===== config.mk =====
export PLATFORM = sky130hd
export DESIGN_NAME = task_frame_scheduler
export DESIGN_NICKNAME = d
export VERILOG_FILES = /design/src/rtl/task_frame_scheduler.sv
export SDC_FILE = /design/constraint.sdc
export NUM_CORES = 1
export LEC_CHECK = 0
export BUFFER_PORTS_ARGS = -buffer_cell sky130_fd_sc_hd__buf_2
export CELL_PAD_IN_SITES_DETAIL_PLACEMENT = 2
export CELL_PAD_IN_SITES_GLOBAL_PLACEMENT = 2
export CORE_MARGIN = 5
export CORE_UTILIZATION = 31
export CTS_BUF_LIST = sky130_fd_sc_hd__clkbuf_8
export DETAILED_ROUTE_END_ITERATION = 8
export GPL_ROUTABILITY_DRIVEN = 1
export PLACE_DENSITY = 0.81
export SLEW_MARGIN = 5
export SYNTH_ARGS = -nofsm -noshare
export SYNTH_HDL_FRONTEND = slang
export SYNTH_SLANG_ARGS = --single-unit

===== constraint.sdc =====
create_clock -name i_clk -period 3.1 [get_ports i_clk]
set_input_delay 0.31 -clock i_clk [delete_from_list [all_inputs] [get_ports i_clk]]
set_output_delay 0.31 -clock i_clk [all_outputs]
set_load 0.02 [all_outputs]

===== src/rtl/task_frame_scheduler.sv =====
// Round-robin frame scheduler: shares one upstream stream between N_TASKS task buffers,
// one whole frame per grant, with a per-frame word limit that truncates and flushes overlong frames.
module task_frame_scheduler #(
  parameter int N_TASKS    = 4,
  parameter int DATA_WIDTH = 8,
  parameter int MAX_WORDS  = 243
) (
  input  logic                           i_clk,
  input  logic                           i_rst,
  input  logic [N_TASKS-1:0]             i_req,
  input  logic                           i_tdata_valid,
  input  logic [DATA_WIDTH-1:0]          i_tdata,
  input  logic                           i_tdata_last,
  output logic                           o_tready,
  output logic [DATA_WIDTH-1:0]          o_tdata,
  output logic [N_TASKS-1:0]             o_tdata_valid,
  output logic [N_TASKS-1:0]             o_tdata_last,
  output logic [N_TASKS-1:0]             o_grant,
  output logic                           o_frame_done,
  output logic                           o_err,
  output logic [$clog2(MAX_WORDS+1)-1:0] o_word_cnt,
  output logic [1:0]                     o_state
);

  localparam int CW = $clog2(MAX_WORDS + 1);
  localparam int PW = $clog2(N_TASKS);

  typedef enum logic [1:0] {
    S_IDLE  = 2'd0,
    S_GRANT = 2'd1,
    S_XFER  = 2'd2,
    S_FLUSH = 2'd3
  } state_t;

  state_t               state, state_d;
  logic                 tready_d, done_d, err_d;
  logic [N_TASKS-1:0]   grant_d, win_oh;
  logic [PW-1:0]        ptr, ptr_d, win_idx, idx;
  logic [PW:0]          sum;
  logic [CW-1:0]        cnt_d;
  logic                 found, beat, xfer_beat, at_limit;

  // Handshake: an upstream beat transfers on a cycle where i_tdata_valid and o_tready are both high;
  // i_tdata_last only has meaning on such a cycle. Task strobes are single-cycle write enables.
  assign beat      = i_tdata_valid & o_tready;
  assign xfer_beat = beat && (state == S_XFER);
  assign at_limit  = (o_word_cnt == CW'(MAX_WORDS - 1));

  assign o_tdata       = i_tdata;
  assign o_tdata_valid = xfer_beat ? o_grant : '0;
  assign o_tdata_last  = (xfer_beat && (i_tdata_last || at_limit)) ? o_grant : '0;
  assign o_state       = state;

  // Search from ptr+1 upward, wrapping, so the previous winner has lowest priority.
  always_comb begin
    win_idx = ptr;
    win_oh  = '0;
    found   = 1'b0;
    sum     = '0;
    idx     = '0;
    for (int i = 1; i <= N_TASKS; i++) begin
      sum = {1'b0, ptr} + (PW+1)'(i);
      if (sum >= (PW+1)'(N_TASKS)) sum = sum - (PW+1)'(N_TASKS);
      idx = sum[PW-1:0];
      if (!found && i_req[idx]) begin
        found       = 1'b1;
        win_idx     = idx;
        win_oh[idx] = 1'b1;
      end
    end
  end

  always_comb begin
    state_d  = state;
    tready_d = o_tready;
    grant_d  = o_grant;
    ptr_d    = ptr;
    cnt_d    = o_word_cnt;
    done_d   = 1'b0;
    err_d    = o_err;
    case (state)
      S_IDLE: begin
        tready_d = 1'b0;
        if (found) begin
          grant_d = win_oh;
          ptr_d   = win_idx;
          cnt_d   = '0;
          state_d = S_GRANT;
        end
      end
      S_GRANT: begin
        tready_d = 1'b1;
        state_d  = S_XFER;
      end
      S_XFER: begin
        if (beat) begin
          cnt_d = o_word_cnt + 1'b1;
          if (i_tdata_last) begin
            tready_d = 1'b0;
            grant_d  = '0;
            done_d   = 1'b1;
            state_d  = S_IDLE;
          end else if (at_limit) begin
            // Truncate for the task; tready stays up so the tail is drained upstream.
            err_d   = 1'b1;
            grant_d = '0;
            done_d  = 1'b1;
            state_d = S_FLUSH;
          end
        end
      end
      S_FLUSH: begin
        tready_d = 1'b1;
        if (beat && i_tdata_last) begin
          tready_d = 1'b0;
          state_d  = S_IDLE;
        end
      end
      default: begin
        tready_d = 1'b0;
        grant_d  = '0;
        state_d  = S_IDLE;
      end
    endcase
  end

  always_ff @(posedge i_clk or posedge i_rst) begin
    if (i_rst) begin
      state        <= S_IDLE;
      o_tready     <= 1'b0;
      o_grant      <= '0;
      ptr          <= PW'(N_TASKS - 1);
      o_word_cnt   <= '0;
      o_frame_done <= 1'b0;
      o_err        <= 1'b0;
    end else begin
      state        <= state_d;
      o_tready     <= tready_d;
      o_grant      <= grant_d;
      ptr          <= ptr_d;
      o_word_cnt   <= cnt_d;
      o_frame_done <= done_d;
      o_err        <= err_d;
    end
  end

endmodule

==> results of run 1 <==
[cell type report]
type                            instances  area share
Tap cell                               67      0.0479
Multi-Input combinational cell        123       0.544
Timing Repair Buffer                   34       0.100
Inverter                                4     0.00858
Clock inverter                          1     0.00286
Sequential cell                        19       0.273
Clock buffer                            3      0.0236
[registers in the layout (all words and copies together), names as in the netlist]
name          cells
o_err             1
o_frame_done      1
o_grant           4
o_state           2
o_tready          1
o_word_cnt        8
ptr               2
[path summary, 6_finish.rpt]
path / cells past startpoint / slack (ns) / start / end
max: 7 / 0.41 / ptr[1] / o_grant[1]
min: 2 / 0.18 / i_rst / o_grant[0]
max reg2reg: 7 / 0.41 / ptr[1] / o_grant[1]
min reg2reg: 1 / 0.46 / o_err / o_err
max in group asynchronous: 2 / 2.45 / i_rst / o_word_cnt[5]
min in group i_clk: 3 / 0.44 / i_tdata_valid / o_word_cnt[1]
[through the flow]
step                      worst slack, ns  utilization  hold slack (ns)  cell area [um2]  total power, mW
after floorplan                     0.523            -            0.260             1550             1.29
final                               0.408        0.366            0.182             1750             1.68
after detailed placement            0.440        0.356            0.443             1700             1.53
after CTS                           0.408        0.366            0.209             1750             1.71
after global routing                0.237        0.366            0.239             1750             1.84
after global placement              0.557        0.356            0.440             1700             1.46
[placed cells by master (no fill, tap or decap), drive strengths merged, types with 2 or more instances in the layout]
| master | count |
|---|---|
| nand2 | 15 |
| nor2 | 8 |
| a22o | 4 |
| o21ai | 8 |
| nand3 | 2 |
| nor4 | 2 |
| and2 | 8 |
| a31o | 2 |
| buf | 34 |
| nor2b | 5 |
| xor2 | 4 |
| ha | 10 |
| a211oi | 2 |
| a221oi | 2 |
| nand2b | 5 |
| mux2i | 5 |
| o22ai | 7 |
| dfstp | 2 |
| a21oi | 7 |
| nor3 | 2 |
| nand4 | 2 |
| dfrtp | 17 |
| inv | 4 |
| a21o | 2 |
| clkbuf | 3 |
| xnor2 | 2 |
| mux2 | 4 |
| or3 | 2 |
| mux4 | 4 |
| and3 | 2 |
[worst max-delay path: cells and delay by family, from the launching register on]
| family | cells | cell delay [ns] |
|---|---|---|
| AO/OA/AOI/OAI | 2 | 0.26 |
| adder cells (fa/ha/maj) | 1 | 0.44 |
| buffers and inverters | 1 | 0.16 |
| flip-flops | 1 | 0.70 |
| multiplexers | 1 | 0.62 |
| AND/OR/NAND/NOR | 2 | 0.44 |
[routing by layer]
metal	vias to the layer above	global-route usage	part of all wire
met5	-	0	0
met4	0	0.0557	0.025
met3	17	0.0144	0.044
met2	32	0.264	0.52
met1	672	0.168	0.41
li1	622	-	-
[logic make-up after synthesis]
logic type                 synth area share
DFF                                   0.308
adders and majority gates            0.0805
muxes                                 0.119
AOI/OAI and AO/OA                     0.174
xor gates and xnor gates             0.0338
and+or+nand+nor                       0.205
buffers and inverters                0.0797
[power groups by stage]
stage / clock network, mW / registers [mW] / logic (mW)
finish: 0.174 / 0.437 / 1.07
CTS: 0.181 / 0.439 / 1.09
global route: 0.194 / 0.458 / 1.18
detailed placement: 0 / 0.443 / 1.08
floorplan: 0 / 0.463 / 0.827
global placement: 0 / 0.432 / 1.03
==> results.toml, run 1 <==
[power_and_ir_drop]
seqPwrFrac = 0.260
p_int_uw = 868
p_sw_frac = 0.483
power_frac_comb = 0.636
clkPwrFrac = 0.104
p_sw_uw = 811
p_per_area_mw_per_mm2 = 959
irDropWorstVdd_uv = 370
leakage_nw = 0.822

[drt]
drt-vias-per-instance = 5.35
drtIter0Drc = 40
first_pass_iters = 3
final_antenna_net_count = 0
totalWireLength_mm = 4.34
route.vias.total = 1343
drc = 0
routedWlPerCell_um = 17.3

[final_layout]
nets = 211
multi_input_area_um2 = 952
layout.cells.non_filler = 251
antenna_cells = 0
register_area_um2 = 478
syn_to_final_growth_pct = 12.6
fillers = 552
drive_gt1_frac = 0.288

[sta]
tightest_slew_ns = 0.745
final_hold_viol_count = 0
fmax_mhz = 371
finalCritPeriodShare = 0.868
setup_viol = 0
totalNegativeSetupSlack_ns = 0
slew_viol_final = 0
rsz0062_at_grt = "false"
relSlewSlack = 0.503
period_needed_ns = 2.69
finalClockSkew_ns = 0.00341

[critical_path]
cp_slowest_stage_delay_ns = 0.70
worstPathRequired_ns = 3.30
crit_type = "reg2reg"
start_kind = "flip-flop"
end_kind = "flip-flop"
cp_max_fo = 13
worstPathCellList = "inv_1, ha_1, mux4_2, nor4b_4, nand2_1, o21ai_1, a22o_1"
cp_slowest_cell = "dfstp_2"
worst_ep_arrival_time_ns = 2.89

[die]
rows = 25
ios = 49
die_w_um = 80.8
start_util = 0.325
fp.dieArea_mm2 = 0.00653
fp.dieH_um = 80.8
coreArea_mm2 = 0.00479

[synth]
synth_area_mm2 = 0.00155
synth.most_common_cell = "dfrtp_1"
postSynth.topFlopCell = "dfrtp_1"
synth_edf_count = 0
netlist_instances = 162
yosys-top-cells-area = "dfrtp_1 (27%), ha_1 (8.1%), mux4_2 (5.8%)"
yosys_warnings = 0
avgSynthCellArea_um2 = 9.59
ys_seq_area_frac = 0.308
synth_cell_types = 42
ys_top_cells_by_count = "dfrtp_1 (17), nand2_1 (15), ha_1 (10)"
synth_top_area_frac = 0.274
synth_largest_area_cell = "dfrtp_1"
synth-seq-cells = 19
synth_fp_nets = 188
async_flop_share = 1.00

[clocking]
holdBufCountCts = 0
path_clk_slew_ns = 0.07
cts_tree = "done"
cts_sinks = 19
clockRootBuffer = "clkbuf_8"
ctsResizeCount = 0
numCtsBuffers = 3
cts_max_path_buffers = 2
insertion_delay_ns = 0.26
cts_setup_buffers = 0
cts.htree.levels = 1

[global_route]
grt.total_usage = 0.143
grt.overflow.total = 0
grt_max_degree = 23
grt_pass1_vias = 1432
antenna_found_initial = 0
grt_pass1_wl_mm = 7.31

[status]
outcome = "complete, no violations"

[place]
place_inst = 247
gp_congestion = 0.847
io_buffers = 32
place_hpwl_mm = 3.45

[run]
drv_cap = 0

[hold_path]
hold_class = "in2async"
Note: power is estimated with default switching activity, not from simulation.
==> run 2: changes to the inputs <==
Settings changed: GPL_TIMING_DRIVEN set to 0.
==> run 2 against run 1 <==
  * Non-clock buffer count grew 21
  * Flip-flop and latch count is the same
  * Final area grew 7.4%
  * Maximum frequency shrank 5.9%
  * Combinational power grew 8%
  * Hold slack lost 0.016 ns
  * Clock skew shrank 0.00081 ns
==> results.toml, run 2 (synthesis results as in run 1) <==
[sta]
fmax_mhz = 350
finalClockSkew_ns = 0.00260
slew_viol_final = 0
hold_ws_ns = 0.166
totalNegativeSetupSlack_ns = 0
final_hold_viol_count = 0
finalCritPeriodShare = 0.923
rsz0062_at_grt = "false"
period_needed_ns = 2.86
setup_viol = 0
tightest_slew_ns = 0.724
relSlewSlack = 0.517

[final_layout]
nets = 232
layout_commonest_cell = "buf_2"
largest_register_ffs = 8
drive_gt1_frac = 0.346
fillers = 536
multi_input_area_um2 = 952
antenna_cells = 0
top_register = "o_word_cnt"
final_cell_mix = "buf_2 (42), dfrtp_1 (17), nand2_1 (15)"
register_area_um2 = 478
reg.largest.list = "o_word_cnt: 8 flops, o_grant: 4 flops"
syn_to_final_growth_pct = 20.9

[clocking]
cts_max_path_buffers = 2
path_clk_slew_ns = 0.07
cts.htree.levels = 1
clockRootBuffer = "clkbuf_8"
insertion_delay_ns = 0.26
ctsResizeCount = 0
numCtsBuffers = 3
cts_sinks = 19
cts_setup_buffers = 0
holdBufCountCts = 0
cts_tree = "done"

[die]
start_util = 0.325
coreArea_mm2 = 0.00479
fp.dieH_um = 80.8
fp.dieArea_mm2 = 0.00653
ios = 49
rows = 25
die_w_um = 80.8

[power_and_ir_drop]
p_per_area_mw_per_mm2 = 931
leakage_nw = 0.911
irDropWorstVdd_uv = 507

[global_route]
antenna_found_initial = 0
grt_pass1_wl_mm = 7.40
grt.total_usage = 0.145
grt_pass1_vias = 1487
grt_max_degree = 20
grt.overflow.total = 0

[critical_path]
start_kind = "flip-flop"
crit_type = "reg2reg"
end_kind = "flip-flop"
r2r_slack_ns = 0.24
reg2reg_depth = 8
worstPathRequired_ns = 3.29
cp_max_fo = 9
worst_ep_arrival_time_ns = 3.05

[status]
outcome = "complete, no violations"

[drt]
final_antenna_net_count = 0
first_pass_iters = 3
route.vias.total = 1393
drtIter0Drc = 38
drc = 0
totalWireLength_mm = 4.55
drt-vias-per-instance = 5.12
routedWlPerCell_um = 16.7

[run]
drv_cap = 0

[hold_path]
hold_class = "in2async"

[place]
gp_congestion = 0.742
place_hpwl_mm = 3.68
io_buffers = 40
==> run 2: cell types whose count changed in the layout (fill, tap and decap cells not counted) <==
cell / before / now
clkbuf_1: 0 / 2
buf_4: 2 / 8
clkbuf_2: 0 / 1
inv_1: 4 / 5
buf_2: 32 / 42
clkinv_2: 1 / 0
buf_6: 0 / 2
==> run 2: layout make-up <==
type / count / area share
well taps: 67 / 0.0446
multi-input cells: 123 / 0.507
clock inverters: 1 / 0.00200
flip-flops and latches: 19 / 0.254
repair buffers: 40 / 0.107
inverters: 4 / 0.00799
plain buffers: 15 / 0.0559
clock buffers: 3 / 0.0220
==> run 2: where the power goes <==
part           internal (mW)  switching (mW)
Sequential             0.328          0.0967
Combinational          0.495           0.663
Clock                 0.0881          0.0790
Total                  0.911           0.838
==> run 2: layer usage <==
metal  wire length [um]  global-route usage  part of all wire  up-vias
met5                  0                   0                 0        -
met4                 69              0.0456             0.015        0
met3                250              0.0288             0.055        7
met2               2280               0.267              0.50       42
met1               1950               0.168              0.43      680
li1                   -                   -                 -      664
==> run 2: final timing paths <==
kind                                from            end
setup reg to reg                  ptr[1]     o_grant[0]
hold reg to reg                    o_err          o_err
hold / removal                     i_rst   o_frame_done
max in group asynchronous          i_rst     o_grant[1]
setup / recovery                  ptr[1]     o_grant[0]
min in group i_clk         i_tdata_valid  o_word_cnt[1]
==> run 2: stage by stage <==
stage / instances / util / cell area, um2 / total power [mW] / setup WS [ns]
finish: 272 / 0.393 / 1880 / 1.75 / 0.239
global route: 272 / 0.393 / 1880 / 1.89 / 0.0208
CTS: 273 / 0.393 / 1880 / 1.79 / 0.0547
detailed placement: 269 / 0.384 / 1840 / 1.61 / 0.0792
global placement: 269 / 0.384 / 1840 / 1.56 / 0.154
floorplan: 162 / - / 1550 / 1.29 / 0.523
==> run 2: worst max-delay path, cell delays in order, from the launching register on <==
cell     delay (ns)
dfstp_2        0.60
buf_2          0.25
inv_1          0.14
ha_1           0.46
mux4_2         0.63
nor4b_4        0.35
nand2_1        0.09
o21ai_0        0.10
a22o_1         0.16
